===== src/rtl/dmem_arb_pkg.sv =====
// Shared types for the data SRAM arbiter.
// Request bundle widths follow the default SRAM geometry.
package dmem_arb_pkg;

  localparam int AW_DEF = 16;
  localparam int DW_DEF = 32;
  localparam int BW_DEF = DW_DEF / 8;

  typedef enum logic {
    EMPTY = 1'b0,
    FULL  = 1'b1
  } buf_st_t;

  typedef struct packed {
    logic [AW_DEF-1:0] a;
    logic [BW_DEF-1:0] we;
    logic [DW_DEF-1:0] wd;
    logic [BW_DEF-1:0] re;
  } req_t;

endpackage


===== src/rtl/dmem_arb.sv =====
// Data SRAM port arbiter: core has absolute priority,
// host requests wait in a one-entry buffer.
module dmem_arb
  import dmem_arb_pkg::*;
#(
  parameter int AW         = AW_DEF,
  parameter int DW         = DW_DEF,
  parameter int STARVE_MAX = 15
) (
  input  logic            clk,
  input  logic            rstn,
  input  logic [AW-1:0]   c_a,
  input  logic [DW/8-1:0] c_we,
  input  logic [DW-1:0]   c_wd,
  input  logic [DW/8-1:0] c_re,
  output logic [DW-1:0]   c_rd,
  input  logic            h_vld,
  output logic            h_rdy,
  input  logic [AW-1:0]   h_a,
  input  logic [DW/8-1:0] h_we,
  input  logic [DW-1:0]   h_wd,
  input  logic [DW/8-1:0] h_re,
  output logic            h_rvld,
  output logic [DW-1:0]   h_rd,
  output logic            h_starve,
  output logic [AW-1:0]   dat_a,
  output logic [DW/8-1:0] dat_we,
  output logic [DW-1:0]   dat_wd,
  output logic [DW/8-1:0] dat_re,
  input  logic [DW-1:0]   dat_rd
);

  localparam int CW = $clog2(STARVE_MAX + 1);
  localparam logic [CW-1:0] CNT_MAX = CW'(STARVE_MAX);

  buf_st_t       st_q, st_d;
  req_t          buf_q, buf_d;
  logic          rd_own_q, rd_own_d;
  logic [CW-1:0] cnt_q, cnt_d;

  logic c_act;
  logic h_op;
  logic issue;
  logic accept;
  logic cap;

  assign c_act  = (|c_we) | (|c_re);
  assign h_op   = (|h_we) | (|h_re);
  assign issue  = (st_q == FULL) & ~c_act;
  assign h_rdy  = (st_q == EMPTY) | issue;
  assign accept = h_vld & h_rdy;
  // Empty requests are acked but never reach the SRAM
  assign cap    = accept & h_op;

  always_comb begin
    st_d  = st_q;
    buf_d = buf_q;
    unique case (1'b1)
      cap: begin
        st_d  = FULL;
        buf_d = '{a: h_a, we: h_we, wd: h_wd, re: h_re};
      end
      issue & ~cap: st_d = EMPTY;
      default: ;
    endcase
  end

  always_comb begin
    cnt_d = cnt_q;
    unique case (1'b1)
      issue: cnt_d = '0;
      (st_q == FULL) & ~issue & (cnt_q != CNT_MAX):
        cnt_d = cnt_q + CW'(1);
      default: ;
    endcase
  end

  assign rd_own_d = issue & (|buf_q.re);

  always_comb begin
    dat_a  = buf_q.a;
    dat_wd = buf_q.wd;
    dat_we = '0;
    dat_re = '0;
    unique case (1'b1)
      c_act: begin
        dat_a  = c_a;
        dat_wd = c_wd;
        dat_we = c_we;
        dat_re = c_re;
      end
      issue: begin
        dat_we = buf_q.we;
        dat_re = buf_q.re;
      end
      default: ;
    endcase
  end

  always_ff @(posedge clk or negedge rstn) begin
    if (!rstn) begin
      st_q     <= EMPTY;
      buf_q    <= '0;
      rd_own_q <= 1'b0;
      cnt_q    <= '0;
    end else begin
      st_q     <= st_d;
      buf_q    <= buf_d;
      rd_own_q <= rd_own_d;
      cnt_q    <= cnt_d;
    end
  end

  assign c_rd     = dat_rd;
  assign h_rd     = dat_rd;
  assign h_rvld   = rd_own_q;
  assign h_starve = (cnt_q == CNT_MAX);

endmodule


===== config.mk =====
export PLATFORM = sky130hd
export DESIGN_NAME = dmem_arb
export DESIGN_NICKNAME = d
export VERILOG_FILES = /design/src/rtl/dmem_arb_pkg.sv /design/src/rtl/dmem_arb.sv
export SDC_FILE = /design/constraint.sdc
export NUM_CORES = 1
export LEC_CHECK = 0
export ABC_AREA = 1
export BUFFER_PORTS_ARGS = -buffer_cell sky130_fd_sc_hd__buf_2
export CAP_MARGIN = 20
export CORE_MARGIN = 4
export CORE_UTILIZATION = 35
export CTS_CLUSTER_DIAMETER = 120
export DETAILED_ROUTE_END_ITERATION = 10
export PLACE_DENSITY = 0.73
export SLEW_MARGIN = 20
export SYNTH_ARGS = -nofsm -noshare
export SYNTH_HDL_FRONTEND = slang
export SYNTH_SLANG_ARGS = --single-unit
export TNS_END_PERCENT = 20

===== constraint.sdc =====
create_clock -name clk -period 1 [get_ports clk]
set_input_delay 0.05 -clock clk [delete_from_list [all_inputs] [get_ports clk]]
set_output_delay 0.05 -clock clk [all_outputs]
set_load 0.02 [all_outputs]

# --- After elaboration in Yosys (flattened, before gate mapping) ---
# Index checks and enable logic that the tools add are counted.
totals:
  register_bits: 62
  input_bits: 147
  elab_cells: 37
classes:
  addsub: 1
  n_eq_ne: 2
  n_mux: 6
  bitwise_logic: 14
  reduce_logical: 7
ops:
  columns: ["op", "n"]
  rows:
  - ["$mux W32", 1]
  - ["$pmux W4 S2", 3]
  - ["$reduce_or A4 Y1", 5]
  - ["$mux W16", 1]
  - ["$and A1 B1 Y1", 7]
  - ["$add A4 B1 Y4 const B", 1]
  - ["$eq A4 B4 Y1 const B", 1]
  - ["$ne A4 B4 Y1 const B", 1]
  - ["$not A1 Y1", 4]
  - ["$reduce_bool A2 Y1", 2]
  - ["$or A1 B1 Y1", 3]
  - ["$pmux W1 S2", 1]

# --- Longest topological paths before layout ---
# Gate-level depths: netlist of run 1.
logic_depth:
  depth_word: 10
  depth_mapped: 9
  depth_no_buf: 7

# --- Least setup slack after synthesis of run 1 ---
# Ideal clock, no wire load.
synth_timing:
  kind: "register -> register"
  from: "register cnt_q[0]"
  to: "register cnt_q[1]"
  setup_ns: 0.066
  t_arrival_ns: 1.035
  required_time_ns: 0.934
  slack_ns: -0.101
  stages_incl_launch_ff: 6
  n_path_buf: 0
  synth_period_minus_slack_ns: 1.101
  cell_sequence: "dfrtp_1 -> ha_1 -> nand3_1 -> o21bai_1 -> nand2_1 -> nand2_1"
synth_between:
  elab_chain_cells: 3
  elab_cells_between_ends: 5
synth_lines:
  columns: ["element", "line", "text"]
  rows:
  - ["start: declaration", "dmem_arb.sv:39", "logic [CW-1:0] cnt_q, cnt_d;"]
  - ["start signal: assignment", "dmem_arb.sv:110", "cnt_q <= cnt_d;"]
  - ["branches (longest 3 deep; another with $add A4 B1 Y4)", null, null]
# Parallel ways; which one is timed is not known.
# A chain may end at the register's enable or synchronous reset.

# --- Worst setup path in the final report of run 1 ---
layout_timing:
  from: "register st_q"
  to: "output port dat_we[2]"
layout_between:
  elab_chain_cells: 2
layout_lines:
  columns: ["element", "line", "text"]
  rows:
  - ["start: declaration", "dmem_arb.sv:36", "buf_st_t st_q, st_d;"]
  - ["start signal: assignment", "dmem_arb.sv:107", "st_q <= st_d;"]
  - ["$and A1 B1 Y1", "dmem_arb.sv:49", "assign issue = (st_q == FULL) & ~c_act;"]
  - ["$pmux W4 S2", "dmem_arb.sv:85", "unique case (1'b1)"]
  - ["end: declaration", "dmem_arb.sv:27", "output logic [DW/8-1:0] dat_we,"]
# Every way passes these cells.

==> reports/results.ini, run 1 <==
[sta]
worst-slew-pin-transition_ns=0.356
finalSetupViolCount=119
final.setup.tns_ns=-19.24
final_period_minus_worst_setup_slack_ns=1.31
clock.fmax_ghz=0.764
final.setup_skew_ns=0.00740
report.final.hold_viol_count=0
final.setup.worst_slack_ns=-0.309
maxSlewHeadroom_pct=76.3
rsz0062_at_grt=yes
final_max_slew_viol_count=0
layout_worst_path_cycle_share_pct=131

[synth]
yosysSeqAreaShare_pct=40.2
syn_inst=530
postSynthAreaPerCell_um2=7.29
synth_seq_cells=62
post_synth_instance_area_mm2=0.00386
synth_cell_type_count=24
synth.net_count=678
ys.warnings.count=0

[clock_tree]
cts_root_buffer=clkbuf_8
clock_tree.htree_level_count=3
clock_tree_from_tritoncts=done
clock_sink_count=62
cts_inserted_buffers=9
path_clk_slew_ns=0.07
clock_path_buffers=2
clk_latency_ns=0.33

[power_and_ir_drop]
irDropWorstVdd_v=0.000825
power.density_mw_per_mm2=1580
fin_total_pwr_w=0.0103
power_leakage_nw=3.44

[drt]
num_vias=4324
iteration_0_drc_markers=278
detail_route.drc_violations=0
drt.antenna.violating_nets=0
drt_first_pass_iters=4
vias_per_cell=5.00
drt-wirelength-per-cell_um=18.1
routed_wl_um=15600

[cells_and_area]
num-fill-cells=931
final_nets=866
areaGrowthSynthToFinish_pct=68.7
stdcell_count=865
layout-drive-gt1-share_pct=49.7

[critical_path]
critical_path.endpoint=dat_we[2]
crit_type=flop to output pin
cp_max_fo=4
data_arrival_time_of_the_critical_path_ns=1.26
worst_r2r_path_depth=5
critPathLaunchType=flop
worstPathRequired_ns=0.95
critical_path.startpoint=st_q
worst_r2r_endpoint=buf_q[3]
setup.worst_path.end_class=output pin
critical_path.reg2reg.startpoint=st_q
worst-r2r-setup-slack_ns=-0.21

[global_routing]
grt-ovfl-total=0
via_count_of_the_first_global_routing_pass=4517
global_route.usage.total_pct=23.3
number_of_antenna_violations_at_the_first_check_in_global_routing=3
grt.met3_usage_pct=6.52
grt_max_degree=63
gr-usage-met1_pct=26.3
grtUsageMet2_pct=41.2
grt.busiest_layer=met2
grt_first_pass_wirelength_um=23400

[placed_design]
finalWeightedCongestion=0.777
place.detailed.hpwl_um=8310
port_buffers=173
post-place-cells=767
dp_slack_ns=-0.355

[floorplan]
die_span_in_x_um=113
placementRows=38
design.portCount=270
core_footprint_mm2=0.0108
die_area_mm2=0.0128
die_y_um=113
start_util_pct=35.6

[worst_hold_path]
min_path_type=primary input to flop

[job]
maxCapViolations=0

[run_status]
violated_checks=setup timing
run_status=finished, violations left

==> registers in the layout, summed over array words and instances (netlist names) <==
name	cells
buf_q	56
cnt_q	4
h_rvld	1
st_q	1
==> kinds of logic (layout without fill, tap and decap cells) <==
family / after synthesis / after routing / synth area share [%]
fa+ha+maj: 1 / 1 / 0.324
buf+inv: 108 / 299 / 18.3
other cells: 0 / 3 / 0
flops: 62 / 62 / 40.2
compound gates: 59 / 59 / 9.20
simple gates: 298 / 299 / 31.5
xor+xnor: 2 / 2 / 0.453
==> worst min-delay path by stage <==
stage	start	end	slack, ns	cells after the start
after global placement	rstn	buf_q[35]	0.09	2
after CTS	h_re[1]	buf_q[1]	0.04	4
final	h_re[2]	buf_q[2]	0.07	4
after detailed placement	rstn	buf_q[28]	0.09	2
after global routing	h_re[1]	buf_q[1]	0.08	4
after floorplan	rstn	buf_q[0]	-0.25	0
==> final cells by class <==
| type | instances | area [um2] | area share (%) |
|---|---|---|---|
| Clock buffer | 14 | 163 | 2.50 |
| Tap cell | 140 | 175 | 2.69 |
| Timing Repair Buffer | 273 | 2440 | 37.4 |
| Antenna cell | 3 | 7.51 | 0.115 |
| Inverter | 11 | 41.3 | 0.633 |
| Multi-Input combinational cell | 361 | 2140 | 32.8 |
| Clock inverter | 1 | 5.00 | 0.0768 |
| Sequential cell | 62 | 1550 | 23.8 |
==> critical path: stages, from the launching register on <==
cell and delay, ns:
dfrtp_1 0.39, buf_6 0.15, nand2_4 0.10, o21bai_4 0.15
buf_6 0.13
==> layout by cell type (no fill, tap or decap), drive strengths merged, types with 3 or more instances in the layout <==
cell type,synthesis,routed
buf,85,218
diode,0,3
inv,11,11
nand3,60,60
clkbuf,12,15
o21bai,9,9
nand2,224,225
dlygate4sd3,0,54
dfrtp,62,62
nor2,12,12
o21ai,49,49
==> synth_stat cells <==
library cell	count	area, um2
nand2_1	221	830
buf_4	68	510
dfrtp_1	62	1550
nand3_1	60	300
o21ai_0	45	225
buf_2	13	65.1
clkbuf_1	11	41.3
inv_1	11	41.3
nor2_1	11	41.3
o21bai_2	8	90.1
buf_6	4	45.0
o21ai_1	3	15.0
nand2_2	2	12.5
a21oi_2	1	8.76
clkbuf_2	1	5.00
ha_1	1	12.5
nand2_4	1	11.3
nand3b_1	1	7.51
nor2_4	1	11.3
nor3_1	1	5.00
o21ai_2	1	8.76
o21bai_1	1	7.51
xnor2_1	1	8.76
xor2_1	1	8.76
==> routing by layer <==
metal,vias up,wire length (um)
li1,2004,-
met1,2033,5730
met2,248,8230
met3,39,1160
met4,0,490
met5,-,0
==> through the flow <==
step	utilization [%]	hold slack [ns]	cell area [um2]
floorplan	-	-0.246	3880
global placement	41.3	0.0917	4470
detailed placement	41.3	0.0935	4470
CTS	58.3	0.0441	6310
global route	60.1	0.0757	6520
finish	60.1	0.0681	6520
==> repair_timing <==
item,CTS,global route
setup buffers,18,4
endpoints found under the hold margin,115,0
endpoints found under the setup margin,118,119
pin swaps,13,18
gates cloned,8,2
gates resized for setup,235,108
hold buffers,54,0
==> where the power goes <==
part | switching [W] | internal, W | total (W) | leakage (nW)
Clock | 0.000934 | 0.00102 | 0.00196 | 0.0866
Combinational | 0.00189 | 0.00172 | 0.00362 | 2.58
Sequential | 0.00104 | 0.00367 | 0.00471 | 0.769
(Power assumes the default switching activity.)
==> run 2: changes to the inputs <==
- CORE_ASPECT_RATIO: unset -> 1.75
==> reports/results.ini, run 2 (synthesized netlist as in run 1, its figures left out) <==
[clock_tree]
cts_root_buffer=clkbuf_16
clock_tree_from_tritoncts=done
clk_latency_ns=0.32
path_clk_slew_ns=0.06
clock_tree.htree_level_count=3
cts_inserted_buffers=9
clock_path_buffers=2
clock_sink_count=62

[power_and_ir_drop]
fin_total_pwr_w=0.0119
clkPwrFrac_pct=28.0
combPwrFrac_pct=33.6
switching_power_w=0.00407
power.density_mw_per_mm2=1730
power_leakage_nw=3.49
total_internal_power_w=0.00779
switching_share_of_total_power_pct=34.3
power_frac_seq_pct=38.4
irDropWorstVdd_v=0.00162

[floorplan]
die_span_in_x_um=87.4
start_util_pct=35.9
die_area_mm2=0.0129
die_y_um=147
design.portCount=270
placementRows=50
core_footprint_mm2=0.0108

[critical_path]
critical_path.cell_chain=buf_6 -> nand2_8 -> o21bai_4 -> buf_6
critPathLaunchType=flop
worstPathRequired_ns=0.95
data_arrival_time_of_the_critical_path_ns=1.27
critical_path.most_common_cell=buf_6
crit_type=flop to output pin
worst-r2r-setup-slack_ns=-0.23
setup.worst_path.end_class=output pin
worst_r2r_path_depth=6
worst_r2r_endpoint=buf_q[53]
max_stage_delay_ns=0.37
cp_max_fo=5
critical_path.startpoint=st_q
critical_path.endpoint=dat_we[1]
crit_path_top_delay_cell=dfrtp_1
critical_path.reg2reg.startpoint=st_q

[cells_and_area]
largestRegisters=buf_q x56, cnt_q x4
layout-drive-gt1-share_pct=46.3
final_cell_mix=nand2_1, buf_2, buf_6, dfrtp_1, nand3_1
areaGrowthSynthToFinish_pct=77.8
num-fill-cells=816
final_util_pct=63.8
number_of_flip_flops_under_the_largest_register_name=56
registers.top_by_ff_count=buf_q
final_nets=873
most_common_cell_after_layout_fill_and_taps_aside=nand2_1

[run_status]
violated_checks=setup timing
run_status=finished, violations left

[drt]
dr.max_layer_used=met4
drt_first_pass_iters=4
drt-wirelength-per-cell_um=20.7
drt.antenna.violating_nets=0
detail_route.drc_violations=0
wl_met2_um=9280
iteration_0_drc_markers=410
routed_wl_um=17800
routed-wl-met3_um=1360
vias_per_cell=5.23
num_vias=4506
wirelength_met1_um=5790

[sta]
clock.fmax_ghz=0.760
maxSlewHeadroom_pct=74.0
rsz0062_at_grt=yes
final_period_minus_worst_setup_slack_ns=1.32
final_max_slew_viol_count=0
layout_worst_path_cycle_share_pct=132
finalSetupViolCount=119
report.final.hold_viol_count=0
final.setup_skew_ns=0.0113
worst-slew-pin-transition_ns=0.390
final.setup.worst_slack_ns=-0.316

[global_routing]
via_count_of_the_first_global_routing_pass=4719
global_route.usage.total_pct=26.2
grt_max_degree=63
grt_first_pass_wirelength_um=25500
grt-ovfl-total=0
number_of_antenna_violations_at_the_first_check_in_global_routing=2

[placed_design]
dp_slack_ns=-0.326
place.detailed.hpwl_um=8870
finalWeightedCongestion=0.772
port_buffers=173

[job]
maxCapViolations=0

[worst_hold_path]
min_path_type=primary input to flop

==> run 2: changes by cell type in the layout (fill, tap and decap cells not counted), moves of 10 or more <==
cell / delta
clkbuf_8: -10
o21ai_2: +11
nand2_2: -32
nand2_1: +46
clkbuf_16: +10
nand2_4: -15
==> run 2: power by group through the flow <==
stage	clock (W)	sequential (W)	combinational, W
3_3_place_gp	0	0.00433	0.00266
3_5_place_dp	0	0.00438	0.00276
4_1_cts	0.00338	0.00440	0.00373
5_1_grt	0.00350	0.00468	0.00435
6_report	0.00332	0.00456	0.00398
2_1_floorplan	0	0.00419	0.00225
==> run 2: layout make-up <==
type / instances / area (um2) / share of cell area, %
Timing Repair Buffer: 280 / 2680 / 39.1
Multi-Input combinational cell: 361 / 2100 / 30.6
Sequential cell: 62 / 1550 / 22.6
Clock buffer: 13 / 250 / 3.64
Tap cell: 130 / 163 / 2.37
Clock inverter: 3 / 67.6 / 0.984
Inverter: 11 / 43.8 / 0.638
Antenna cell: 2 / 5.00 / 0.0729
==> run 2: metal layers <==
metal,vias to the layer above,global-route usage [%]
met2,262,43.8
met4,0,21.3
met3,126,4.60
li1,2028,-
met5,-,0
met1,2090,27.9
==> run 2: repair_timing <==
action | CTS | global route
setup endpoints to repair | 119 | 119
pin swaps | 21 | 15
hold buffers | 55 | 0
gates resized for setup | 219 | 113
hold endpoints to repair | 116 | 0
buffers inserted | 21 | 1
gates cloned | 14 | 2
==> run 2: worst min path at each step <==
stage	start	end	slack (ns)	cells after the start
floorplan	rstn	buf_q[0]	-0.25	0
global placement	rstn	buf_q[13]	0.09	2
detailed placement	rstn	buf_q[53]	0.09	2
CTS	h_we[3]	buf_q[39]	0.06	4
global route	h_we[3]	buf_q[39]	0.08	4
finish	h_we[3]	buf_q[39]	0.1	4
==> run 2: critical path, delay by kind of cell, from the launching register on <==
| kind | cells | cell delay [ns] |
|---|---|---|
| AOI/OAI and AO/OA | 1 | 0.16 |
| buffers and inverters | 2 | 0.30 |
| DFF | 1 | 0.37 |
| and+or+nand+nor | 1 | 0.10 |
==> run 2: through the flow <==
| step | instances | hold slack (ns) | area (um2) | setup TNS, ns |
|---|---|---|---|---|
| after floorplan | 530 | -0.246 | 3880 | -4.52 |
| after global placement | 756 | 0.0850 | 4450 | -24.65 |
| after detailed placement | 756 | 0.0917 | 4450 | -27.01 |
| after CTS | 862 | 0.0633 | 6570 | -19.22 |
| after global routing | 862 | 0.0837 | 6870 | -26.47 |
| final | 862 | 0.0968 | 6870 | -20.81 |
==> run 3: changes to the inputs <==
- CORE_MARGIN: 4 -> 2
==> reports/results.ini, run 3 (synthesized netlist as in run 1, its figures left out) <==
[critical_path]
worst-r2r-setup-slack_ns=-0.22
crit_family=flip-flops
critical_path.cell_chain=o21ai_4 -> buf_8 -> buf_6
worstPathRequired_ns=0.95
setup.worst_path.end_class=output pin
data_arrival_time_of_the_critical_path_ns=1.20
worst_r2r_endpoint=buf_q[12]
critPathLaunchType=flop
cp.buffers_inverters=2
crit_type=flop to output pin
max_stage_delay_ns=0.47
worst_r2r_path_depth=5
crit_path_top_delay_cell=dfrtp_2
cp_max_fo=4
critical_path.reg2reg.startpoint=st_q

[drt]
drt-wirelength-per-cell_um=17.6
drt_first_pass_iters=4
routed_wl_um=15000
drt.antenna.violating_nets=0
detail_route.drc_violations=0
vias_per_cell=5.04
num_vias=4299
iteration_0_drc_markers=260

[sta]
final_max_slew_viol_count=0
rsz0062_at_grt=yes
final.setup.worst_slack_ns=-0.249
hold_slack_ns=0.0696
finalSetupViolCount=119
worst-slew-pin-transition_ns=0.348
final.setup.tns_ns=-19.66
final.setup_skew_ns=0.00709
final_period_minus_worst_setup_slack_ns=1.25
clock.fmax_ghz=0.800
layout_worst_path_cycle_share_pct=125
maxSlewHeadroom_pct=76.8
report.final.hold_viol_count=0

[global_routing]
grt_first_pass_wirelength_um=20700
grt.busiest_layer=met2
number_of_antenna_violations_at_the_first_check_in_global_routing=0
gr-usage-met1_pct=22.5
via_count_of_the_first_global_routing_pass=4194
grt_max_degree=63
grtUsageMet2_pct=40.0
grt.met3_usage_pct=3.93
global_route.usage.total_pct=22.1
grt-ovfl-total=0

[cells_and_area]
n_diodes=0
final_nets=866
registers.top_by_ff_count=buf_q
most_common_cell_after_layout_fill_and_taps_aside=nand2_1
areaGrowthSynthToFinish_pct=71.1
stdcell_count=853
layout-drive-gt1-share_pct=47.6
final_cell_mix=nand2_1, buf_2, buf_6, dfrtp_1, nand3_1
number_of_flip_flops_under_the_largest_register_name=56
largestRegisters=buf_q x56, cnt_q x4
final_util_pct=61.4

[floorplan]
placementRows=50
design.portCount=270
die_span_in_x_um=83.4
start_util_pct=35.9
die_y_um=143
die_area_mm2=0.0119
core_footprint_mm2=0.0108

[clock_tree]
clk_latency_ns=0.32
clock_tree.htree_level_count=3
clock_sink_count=62
cts_inserted_buffers=9
clock_tree_from_tritoncts=done
path_clk_slew_ns=0.06
clock_path_buffers=2
cts_root_buffer=clkbuf_16

[placed_design]
post-place-cells=760
finalWeightedCongestion=0.794
place.detailed.hpwl_um=8660
port_buffers=173
dp_slack_ns=-0.291

[power_and_ir_drop]
total_internal_power_w=0.00772
power_leakage_nw=3.44
switching_share_of_total_power_pct=34.4
irDropWorstVdd_v=0.00128
combPwrFrac_pct=32.1
power.density_mw_per_mm2=1780
clkPwrFrac_pct=28.3
power_frac_seq_pct=39.5
switching_power_w=0.00405

[worst_hold_path]
min_to=buf_q[1]
timing.hold.worst.start=h_re[1]
whs_path_depth=4
min_path_type=primary input to flop

[run_status]
violated_checks=setup timing
run_status=finished, violations left

[job]
maxCapViolations=0

## run 3: cell types whose count changed in the layout (fill, tap and decap cells not counted), moves of 5 or more
cell      previous run  this run
nand2_4             13        21
o21ai_0              3        30
buf_16              11         3
o21ai_4              7         1
o21ai_2             16         7
o21bai_2             0         5
o21ai_1             23        11
o21bai_4             9         4
nand2_1            169       149
buf_6               67        72
nand2_2             41        53
buf_4               16        23
## run 3: area by class of cell
class / instances / area [um2]
Clock buffer: 14 / 284
Timing Repair Buffer: 274 / 2490
Multi-Input combinational cell: 360 / 2050
Inverter: 11 / 41.3
Tap cell: 130 / 163
Clock inverter: 2 / 37.5
Sequential cell: 62 / 1550
Fill cell: 850 / 4150
## run 3: what timing repair did
| item | 4_1_cts | 5_1_grt |
|---|---|---|
| resized for setup | 192 | 90 |
| endpoints found under the hold margin | 113 | 0 |
| setup buffers | 15 | 4 |
| hold buffers | 52 | 0 |
| pin swaps | 21 | 10 |
| gates cloned | 3 | 6 |
| setup endpoints to repair | 119 | 119 |
## run 3: worst max-delay path by stage
| stage | startpoint | slack [ns] | endpoint | depth (start not counted) |
|---|---|---|---|---|
| final | st_q | -0.25 | h_rdy | 3 |
| after global routing | st_q | -0.28 | dat_re[1] | 3 |
| after CTS | st_q | -0.26 | dat_re[1] | 3 |
| after detailed placement | c_we[1] | -0.29 | dat_re[1] | 7 |
| after global placement | c_we[1] | -0.27 | dat_re[1] | 7 |
| after floorplan | c_re[0] | -0.08 | dat_re[0] | 7 |
## run 3: routing by layer
| layer | wire [um] | part of all wire (%) |
|---|---|---|
| met4 | 947 | 6.3 |
| met2 | 8140 | 54 |
| met3 | 909 | 6.1 |
| met5 | 0 | 0 |
| met1 | 4970 | 33 |
## run 3: per-stage QoR
step	power, W	instance area (um2)
2_1_floorplan	0.00645	3880
3_3_place_gp	0.00699	4500
3_5_place_dp	0.00711	4500
4_1_cts	0.0112	6160
5_1_grt	0.0124	6610
6_report	0.0118	6610
## run 3: power groups by stage
stage	combinational (W)	clock, W	sequential [W]
after floorplan	0.00225	0	0.00419
after global placement	0.00265	0	0.00434
after CTS	0.00333	0.00336	0.00447
final	0.00378	0.00333	0.00465
after global routing	0.00416	0.00346	0.00478
after detailed placement	0.00275	0	0.00436
## run 3: worst register-to-register path, cell delays in order (launching register included)
cell and delay, ns:
dfrtp_2 0.47, o21ai_4 0.14, nand2_4 0.16, clkbuf_16 0.22, nand2_1 0.07, nand2_1 0.05
